**src/rtl/plc_pkg.sv**
```systemverilog
// Shared types and helpers for the DCO phase loop controller.
// Optional brake path in the top is enabled by PLC_BRAKE_EN.
package plc_pkg;

  typedef enum logic [1:0] {
    IDLE  = 2'd0,
    FACQ  = 2'd1,
    TRACK = 2'd2
  } plc_state_e;

  localparam int NUM_STAGES_DEF = 8;

  function automatic logic signed [32:0] add33(
    input logic signed [31:0] a,
    input logic signed [31:0] b
  );
    return {a[31], a} + {b[31], b};
  endfunction

  function automatic logic signed [31:0] sat32(
    input logic signed [32:0] v,
    input logic signed [31:0] lo,
    input logic signed [31:0] hi
  );
    if (v < $signed({lo[31], lo}))
      return lo;
    else if (v > $signed({hi[31], hi}))
      return hi;
    else
      return v[31:0];
  endfunction

endpackage

```
**src/rtl/plc_lock_det.sv**
```systemverilog
// Phase lock detector: counts consecutive in-tolerance phase errors
// and raises locked once the run length reaches CNT.
module plc_lock_det
  import plc_pkg::*;
#(
  parameter int TOL = 8,
  parameter int CNT = 16
) (
  input  logic               clk,
  input  logic               reset,
  input  logic               en,
  input  logic               clr,
  input  logic signed [31:0] perr,
  output logic               locked
);

  localparam int CW = $clog2(CNT + 1);

  logic [CW-1:0] lcnt_q, lcnt_d;
  logic          locked_q, locked_d;
  logic          inb;

  assign inb = (perr <= TOL) && (perr >= -TOL);

  always_comb begin
    lcnt_d   = lcnt_q;
    locked_d = locked_q;
    if (clr) begin
      lcnt_d   = '0;
      locked_d = 1'b0;
    end else if (en) begin
      if (!inb)
        lcnt_d = '0;
      else if (lcnt_q != CW'(CNT))
        lcnt_d = lcnt_q + CW'(1);
      locked_d = (lcnt_d == CW'(CNT));
    end
  end

  always_ff @(posedge clk) begin
    if (reset) begin
      lcnt_q   <= '0;
      locked_q <= 1'b0;
    end else begin
      lcnt_q   <= lcnt_d;
      locked_q <= locked_d;
    end
  end

  assign locked = locked_q;

endmodule

```
**src/rtl/phase_loop_ctrl.sv**
```systemverilog
// DCO phase loop: coarse frequency acquisition then PI phase tracking.
// Define PLC_BRAKE_EN to let brake pull the per-sample phase target down.
module phase_loop_ctrl
  import plc_pkg::*;
#(
  parameter int NUM_STAGES = NUM_STAGES_DEF,
  parameter int KF_SHIFT   = 2,
  parameter int KP_SHIFT   = 1,
  parameter int KI_SHIFT   = 4,
  parameter int DCTRL_MIN  = -200000,
  parameter int DCTRL_MAX  = 200000,
  parameter int FLOCK_TOL  = 4,
  parameter int FLOCK_CNT  = 8,
  parameter int PLOCK_TOL  = 8,
  parameter int LOCK_CNT   = 16,
  parameter int RELOCK_TOL = 4096,
  parameter int BRAKE_DIV  = 160
) (
  input  logic               refclk,
  input  logic               reset,
  input  logic signed [31:0] divn,
  input  logic               brake,
  input  logic signed [31:0] dco_phase,
  input  logic               phase_valid,
  output logic signed [31:0] dctrl,
  output logic signed [31:0] err,
  output logic               locked,
  output logic [1:0]         state
);

  localparam int FW = $clog2(FLOCK_CNT + 1);
  localparam logic signed [31:0] MUL = 32'(2 * NUM_STAGES);
  localparam logic signed [31:0] LO  = 32'(DCTRL_MIN);
  localparam logic signed [31:0] HI  = 32'(DCTRL_MAX);

  plc_state_e         state_q, state_d;
  logic signed [31:0] dctrl_q, dctrl_d;
  logic signed [31:0] err_q, err_d;
  logic signed [31:0] integ_q, integ_d;
  logic signed [31:0] targ_q, targ_d;
  logic signed [31:0] m1_q, m1_d;
  logic [FW-1:0]      fcnt_q, fcnt_d;

  logic signed [31:0] ft_base, ft;
  logic signed [31:0] ferr, perr;
  logic signed [31:0] facq_dctrl;
  logic signed [31:0] trk_integ, trk_dctrl;
  logic               fin, relock;
  logic               lock_en, lock_clr;

  assign ft_base = MUL * divn;

`ifdef PLC_BRAKE_EN
  assign ft = brake ? ft_base - 32'(BRAKE_DIV) : ft_base;
`else
  logic unused_brake;
  assign unused_brake = brake;
  assign ft = ft_base;
`endif

  assign ferr = ft - (dco_phase - m1_q);
  assign perr = targ_q - dco_phase;

  assign fin    = (ferr <= FLOCK_TOL) && (ferr >= -FLOCK_TOL);
  assign relock = (perr > RELOCK_TOL) || (perr < -RELOCK_TOL);

  assign facq_dctrl = sat32(add33(dctrl_q, ferr >>> KF_SHIFT), LO, HI);
  assign trk_integ  = sat32(add33(integ_q, perr >>> KI_SHIFT), LO, HI);
  assign trk_dctrl  = sat32(add33(trk_integ, perr >>> KP_SHIFT), LO, HI);

  always_comb begin
    state_d  = state_q;
    dctrl_d  = dctrl_q;
    err_d    = err_q;
    integ_d  = integ_q;
    targ_d   = targ_q;
    m1_d     = m1_q;
    fcnt_d   = fcnt_q;
    lock_en  = 1'b0;
    lock_clr = 1'b0;
    if (phase_valid) begin
      unique case (1'b1)
        (state_q == IDLE): begin
          targ_d  = dco_phase + ft;
          m1_d    = dco_phase;
          state_d = FACQ;
        end
        (state_q == FACQ): begin
          dctrl_d = facq_dctrl;
          err_d   = ferr;
          m1_d    = dco_phase;
          targ_d  = targ_q + ft;
          fcnt_d  = fin ? fcnt_q + FW'(1) : '0;
          if (fin && fcnt_q == FW'(FLOCK_CNT - 1)) begin
            state_d = TRACK;
            integ_d = facq_dctrl;
            targ_d  = dco_phase + ft;
            fcnt_d  = '0;
          end
        end
        (state_q == TRACK): begin
          err_d  = perr;
          targ_d = targ_q + ft;
          m1_d   = dco_phase;
          if (relock) begin
            // Large slip: fall back to acquisition, keep integrator.
            state_d  = FACQ;
            lock_clr = 1'b1;
          end else begin
            integ_d = trk_integ;
            dctrl_d = trk_dctrl;
            lock_en = 1'b1;
          end
        end
        default: state_d = IDLE;
      endcase
    end
  end

  always_ff @(posedge refclk) begin
    if (reset) begin
      state_q <= IDLE;
      dctrl_q <= '0;
      err_q   <= '0;
      integ_q <= '0;
      targ_q  <= '0;
      m1_q    <= '0;
      fcnt_q  <= '0;
    end else begin
      state_q <= state_d;
      dctrl_q <= dctrl_d;
      err_q   <= err_d;
      integ_q <= integ_d;
      targ_q  <= targ_d;
      m1_q    <= m1_d;
      fcnt_q  <= fcnt_d;
    end
  end

  plc_lock_det #(
    .TOL (PLOCK_TOL),
    .CNT (LOCK_CNT)
  ) u_lock (
    .clk    (refclk),
    .reset  (reset),
    .en     (lock_en),
    .clr    (lock_clr),
    .perr   (perr),
    .locked (locked)
  );

  assign dctrl = dctrl_q;
  assign err   = err_q;
  assign state = state_q;

endmodule

```
**config.mk**
```make
export PLATFORM = sky130hd
export DESIGN_NAME = phase_loop_ctrl
export DESIGN_NICKNAME = d
export VERILOG_FILES = /design/src/rtl/plc_pkg.sv /design/src/rtl/plc_lock_det.sv /design/src/rtl/phase_loop_ctrl.sv
export SDC_FILE = /design/constraint.sdc
export NUM_CORES = 1
export LEC_CHECK = 0
export CORE_MARGIN = 4
export CORE_UTILIZATION = 55
export DETAILED_ROUTE_END_ITERATION = 8
export PLACE_DENSITY = 0.74
export SLEW_MARGIN = 20
export SYNTH_ARGS = -nofsm -noshare
export SYNTH_HDL_FRONTEND = slang
export SYNTH_HIERARCHICAL = 1
export SYNTH_SLANG_ARGS = --single-unit
```
**constraint.sdc**
```tcl
create_clock -name refclk -period 14.6 [get_ports refclk]
set_input_delay 2.19 -clock refclk [delete_from_list [all_inputs] [get_ports refclk]]
set_output_delay 2.19 -clock refclk [all_outputs]
set_load 0.05 [all_outputs]
```
After elaboration in Yosys (flattened, before gate mapping)
Index checks and enable logic that the tools add are counted.
{"block": "op_classes", "n_eq_ne": 8, "add_sub_neg": 10, "reduce_logical": 16, "magnitude_cmp": 12, "mux": 29}
{"operator": "$mux W32", "n": 10}
{"operator": "$pmux W32 S2", "n": 3}
{"operator": "$gt A33 B19 Y1 const B", "n": 3}
{"operator": "$lt A33 B19 Y1 const B", "n": 3}
{"operator": "$pmux W32 S3", "n": 1}
{"operator": "$sub A32 B32 Y32", "n": 3}
{"operator": "$add A32 B32 Y32", "n": 2}
{"operator": "$add A32 B28 Y33", "n": 1}
{"operator": "$add A32 B30 Y33", "n": 1}
{"operator": "$add A32 B31 Y33", "n": 1}
{"operator": "$ge A32 B3 Y1 const B", "n": 1}
{"operator": "$ge A32 B4 Y1 const B", "n": 1}
{"operator": "$gt A32 B14 Y1 const B", "n": 1}
{"operator": "$le A32 B4 Y1 const B", "n": 1}
{"operator": "$le A32 B5 Y1 const B", "n": 1}
{"operator": "$lt A32 B13 Y1 const B", "n": 1}
{"operator": "$mux W5", "n": 4}
{"operator": "$mux W4", "n": 2}
{"operator": "$reduce_and A2 Y1", "n": 4}
{"operator": "$mux W1", "n": 6}
{"operator": "$pmux W2 S3", "n": 1}
{"operator": "$reduce_and A3 Y1", "n": 2}
{"operator": "$add A5 B1 Y5 const B", "n": 1}
{"operator": "$eq A5 B5 Y1 const B", "n": 1}
{"operator": "16 further kinds", "n": 20}
{"block": "totals", "wordCells": 84, "ff_bits": 172, "inputBits": 68}

Depth between registers and ports, before layout
{"block": "logic_depth", "ltp_word": 11, "ltp_mapped": 41, "depth_no_buf": 39}

Cells and area by module
Netlist, hierarchy kept.
{"mod": "phase_loop_ctrl", "cells_each": 3158, "area_each_um2": 22527.9, "instances": 1}
{"mod": "plc_lock_det", "cells_each": 75, "area_each_um2": 568.0, "instances": 1}

Least setup slack after synthesis
Ideal clock, no wire load.
{"block": "synth_timing", "kind": "in2reg", "from": "input dco_phase[10]", "to": "register dctrl_q[17] (netlist: dctrl[17])", "cell_stages": 38, "path_buffers": 6, "arrival_time_ns": 11.379, "setup_slack_ns": 3.102, "path_cell_list": "inv_1 > ha_1 > clkbuf_1 > and2_1 > nor3b_1 > a21oi_1 > a21oi_1 > or2_2 > o311ai_0 > ha_1 > clkbuf_1 > a21oi_1 > o21ai_0 > a2111oi_0 > nand2_1 > o221ai_1 > o21ai_0 > xnor2_1 > [2 not listed] > o21ai_0 > clkbuf_1 > clkbuf_1 > o21ai_0 > ha_1 > clkbuf_1 > and4_1 > and3_1 > a211oi_1 > a21o_1 > a21oi_1 > or4_1 > a2111oi_0 > o2111ai_1 > o41a_1 > clkbuf_1 > o21a_1 > o221a_2"}
{"block": "synth_via", "elab_chain_len": 11, "elab_cells_between_ends": 25, "cone_classes": "6 x add/sub; 8 x order compare; 1 x eq/ne; 8 x mux; 2 x reduce/logical"}
{"item": "from (decl)", "line_no": "phase_loop_ctrl.sv:23", "text": "input logic signed [31:0] dco_phase,"}
{"item": "$sub A32 B32 Y32 (*)", "line_no": "phase_loop_ctrl.sv:62", "text": "assign perr = targ_q - dco_phase;"}
{"item": "named net perr[20]", "line_no": "phase_loop_ctrl.sv:45", "text": "logic signed [31:0] ferr, perr;"}
{"item": "$add A32 B28 Y33", "line_no": "plc_pkg.sv:17", "text": "return {a[31], a} + {b[31], b};"}
{"item": "$gt A33 B19 Y1", "line_no": "plc_pkg.sv:27", "text": "else if (v > $signed({hi[31], hi}))"}
{"item": "$mux W32", "line_no": "plc_pkg.sv:27"}
{"item": "$mux W32", "line_no": "plc_pkg.sv:25", "text": "if (v < $signed({lo[31], lo}))"}
{"item": "$add A32 B31 Y33", "line_no": "plc_pkg.sv:17"}
{"item": "$gt A33 B19 Y1", "line_no": "plc_pkg.sv:27"}
{"item": "$mux W32", "line_no": "plc_pkg.sv:27"}
{"item": "$mux W32", "line_no": "plc_pkg.sv:25"}
{"item": "$mux W32", "line_no": "phase_loop_ctrl.sv:105", "text": "if (relock) begin"}
{"item": "$pmux W32 S2", "line_no": "phase_loop_ctrl.sv:82", "text": "unique case (1'b1)"}
{"item": "to (signal assigned)", "line_no": "phase_loop_ctrl.sv:131", "text": "dctrl_q <= dctrl_d;"}
{"item": "to (decl)", "line_no": "phase_loop_ctrl.sv:37", "text": "logic signed [31:0] dctrl_q, dctrl_d;"}
The timed path passes the listed nets; every way through them passes the cells marked *. The select of a mux whose other input is x is not followed.
A chain may end at the register's enable or synchronous reset.

Final worst setup path
{"block": "layout_timing", "from": "input dco_phase[8]", "to": "register dctrl_q[1] (netlist: dctrl[1])"}
The elaborated chain is that of the path after synthesis.

==> metrics.md <==
| Metric | Value |
|---|---|
| Startpoint types | input port |
| Hold_buf cts | 0 |
| Largest net degree at the start of global routing | 79 |
| Global route overflow | 0 |
| Via density | 6.63 |
| Overall Power | 3530 µW |
| Core box area | 41200 µm² |
| Final Setup Violations | 0 |
| Global router's overall resource usage | 0.362 |
| Clock root buffer | clkbuf_16 |
| GP Congestion | 1.03 |
| Async S/R FF share, synth | 0 |
| Cells after synthesis | 3233 |
| WHS | 0.457 ns |
| CTS tree | built |
| Synth warnings | 6 |
| Site Rows | 74 |
| Final Hold Fails | 0 |
| PD cells | 139 nW/µm² |
| Layout Utilization | 0.617 |
| Multi-input logic area | 18100 µm² |
| Cell variety after synth | 94 |
| Detailed Routing Iterations Pass 1 | 6 |
| Syn Nets | 3585 |
| Detailed Place HPWL | 65.5 mm |
| Main synth FF type | dfxtp_1 |
| Crit path kind | input port to flip-flop |
| Post-route setup TNS | 0 ns |
| Initial antenna violation count | 2 |
| Worst-skew pair later-pin latency | 0.51 ns |
| Final Cycle Share | 0.899 |
| Leak | 0.0109 µW |
| PortBufs | 129 |
| Sinks on Clock Net | 172 |
| Slew headroom | 0.296 |
| DRC | 0 |
| Fmax | 76.2 MHz |
| Resized cells post-CTS | 0 |
| CP max FO | 14 |
| Post-synth EDFFs | 0 |
| Syn Area/Cell | 7.14 µm² |
| Global-route wire length before repair | 131 mm |
| P&R area growth vs syn | 10.1% |
| Tmin final | 13.13 ns |
| Unrepaired setup endpoints after global routing | false |
| FILL cells | 3817 |
| Max stage delay cell, worst path | nor3b_2 |
| Initial DRC Count | 2588 |
| Reg area | 3440 µm² |
| Sequential area share after synthesis | 0.149 |
| Slew @ Worst Pin | 1.06 ns |
| Status | finished clean |
| Antenna-violating nets left | 0 |
| Die Area | 45300 µm² |
| Slew Limit Fails | 0 |
| Hold crit path type | flip-flop to flip-flop |
| # IOs | 135 |
| Critical path capture point type | flip-flop |
| Die H | 213 µm |
| Initial core utilization | 0.561 |
| Vias in the first global route | 23500 |
| Buffer depth of the longest clock path | 2 |
| Vias | 25400 |
| Worst Path Required | 15.03 ns |
| WP data arrival | 13.56 ns |
| Fin nets | 3634 |
| Num CTS Buffers | 17 |
| Layout cell share with drive strength beyond 1 | 0.0434 |
| Horiz. Die Dim | 213 µm |
| Final Skew | 0.0184 ns |
| Peak supply drop | 0.124 mV |
| Drt total wl | 83.9 mm |
| Per-cell routed wire length | 21.9 µm |
| Setup repair bufs after CTS | 0 |
| Reg clk slew, reported paths | 0.08 ns |
| Cell area after synthesis | 23100 µm² |
| H-tree depth | 4 |
| Critical Path Max Stage Delay | 0.68 ns |
| Max cap viols | 0 |
| Number of synthesized register bits | 172 |
-- registers in the layout, indices dropped and copies added, names as in the netlist, 2 cells and up --
signal	count
integ_q	32
err	32
dctrl	32
state	2
m1_q	32
u_lock/lcnt_q	5
fcnt_q	4
targ_q	32
-- metal layers --
layer	track usage	vias up	wire [µm]
met4	0.138	0	3230
met3	0.0783	184	8820
li1	-	11900	-
met5	0	-	0
met1	0.494	12000	35600
met2	0.560	1291	36200
-- layout by cell type, fill, tap and decap left out, types with 40 or more instances in the layout --
master           netlist  routed
buf_4                  4      53
nand4_1               60      60
nor4_1                40      40
xnor2_1               91      91
xor2_1                64      64
nand2_1              291     291
o21ai_0              199     198
inv_1                256     256
nor3_1                93      93
a211oi_1              61      61
nand2b_1              41      40
a31oi_1               45      45
nand3_1               82      82
a21o_1                74      74
dfxtp_1              172     172
a21oi_1              335     335
nor2_1               247     247
nor2b_1               43      42
ha_1                 250     249
clkdlybuf4s50_1        0     128
o21a_1                71      71
-- final timing paths --
path / from / endpoint / slack [ns] / cells after the start
setup reg to reg: targ_q[8] / dctrl[1] / 3.62 / 36
hold reg to reg: m1_q[26] / m1_q[26] / 0.46 / 2
setup / recovery: dco_phase[8] / dctrl[1] / 1.47 / 38
hold / removal: m1_q[26] / m1_q[26] / 0.46 / 2
-- power by group --
group          switching (µW)  leakage [µW]  internal [µW]
combinational            1620       0.00922            900
clock                     252      0.000284            230
sequential               29.9       0.00141            502
-- final cells by class --
| class | count | area share |
|---|---|---|
| antenna | 1 | 0.0000984 |
| clock buffer | 17 | 0.0167 |
| clock inverter | 15 | 0.00635 |
| inverter | 256 | 0.0378 |
| multi-input combinational | 2654 | 0.711 |
| sequential | 172 | 0.135 |
| tap | 532 | 0.0262 |
| timing repair buffer | 181 | 0.0660 |
-- synth_stat cells (all sizes together) (8+ instances only) --
master	n	area share
xnor2	91	0.035
nor2	248	0.041
and4	9	0.0034
o211ai	39	0.013
o31ai	21	0.0068
a211o	14	0.0053
a31oi	45	0.012
a21oi	335	0.073
o22ai	8	0.0022
o21a	71	0.023
nor3	95	0.021
a21boi	10	0.0034
a311oi	24	0.0091
a21o	74	0.024
dfxtp	172	0.15
nor4	41	0.012
o311a	8	0.0035
o21bai	28	0.0091
xor2	64	0.024
mux2i	25	0.011
a2111oi	10	0.0038
nand3	83	0.018
nand2	291	0.047
nand4	61	0.017
fa	34	0.029
nor2b	43	0.012
o32ai	13	0.0049
a22oi	12	0.0039
or4	13	0.0044
and3	33	0.0089
clkbuf	128	0.021
nor3b	10	0.0035
or2	21	0.0057
inv	256	0.042
o2111ai	11	0.0042
o311ai	13	0.0049
nand2b	41	0.011
o211a	12	0.0052
ha	250	0.14
and2	32	0.0087
buf	23	0.0059
o21ai	206	0.045
a211oi	61	0.020
or3	25	0.0068
-- per-stage QoR --
| stage | setup WS [ns] | std cells | area [µm²] |
|---|---|---|---|
| global placement | 1.62 | 3795 | 24800 |
| finish | 1.47 | 3828 | 25400 |
| CTS | 1.89 | 3827 | 25400 |
| detailed placement | 1.46 | 3795 | 24800 |
| floorplan | 3.10 | 3233 | 23100 |
| global route | 0.850 | 3827 | 25400 |
-- critical path: cells and delay by family --
kind            cells  cell delay (ns)
compound gates     17             4.85
simple gates       11             3.33
fa+ha+maj           4             1.52
buf+inv             4             1.07
mux                 1             0.31
xor+xnor            1             0.25
-- kinds of logic (layout without fill, tap and decap cells) --
family	after synthesis	after routing	share of synthesized area
compound gates	1099	1099	0.310
simple gates	1087	1087	0.236
buf+inv	407	469	0.0683
fa+ha+maj	284	284	0.165
flops	172	172	0.149
xor+xnor	155	155	0.0588
mux	29	29	0.0128
other cells	0	1	0
(Power assumes the default switching activity.)
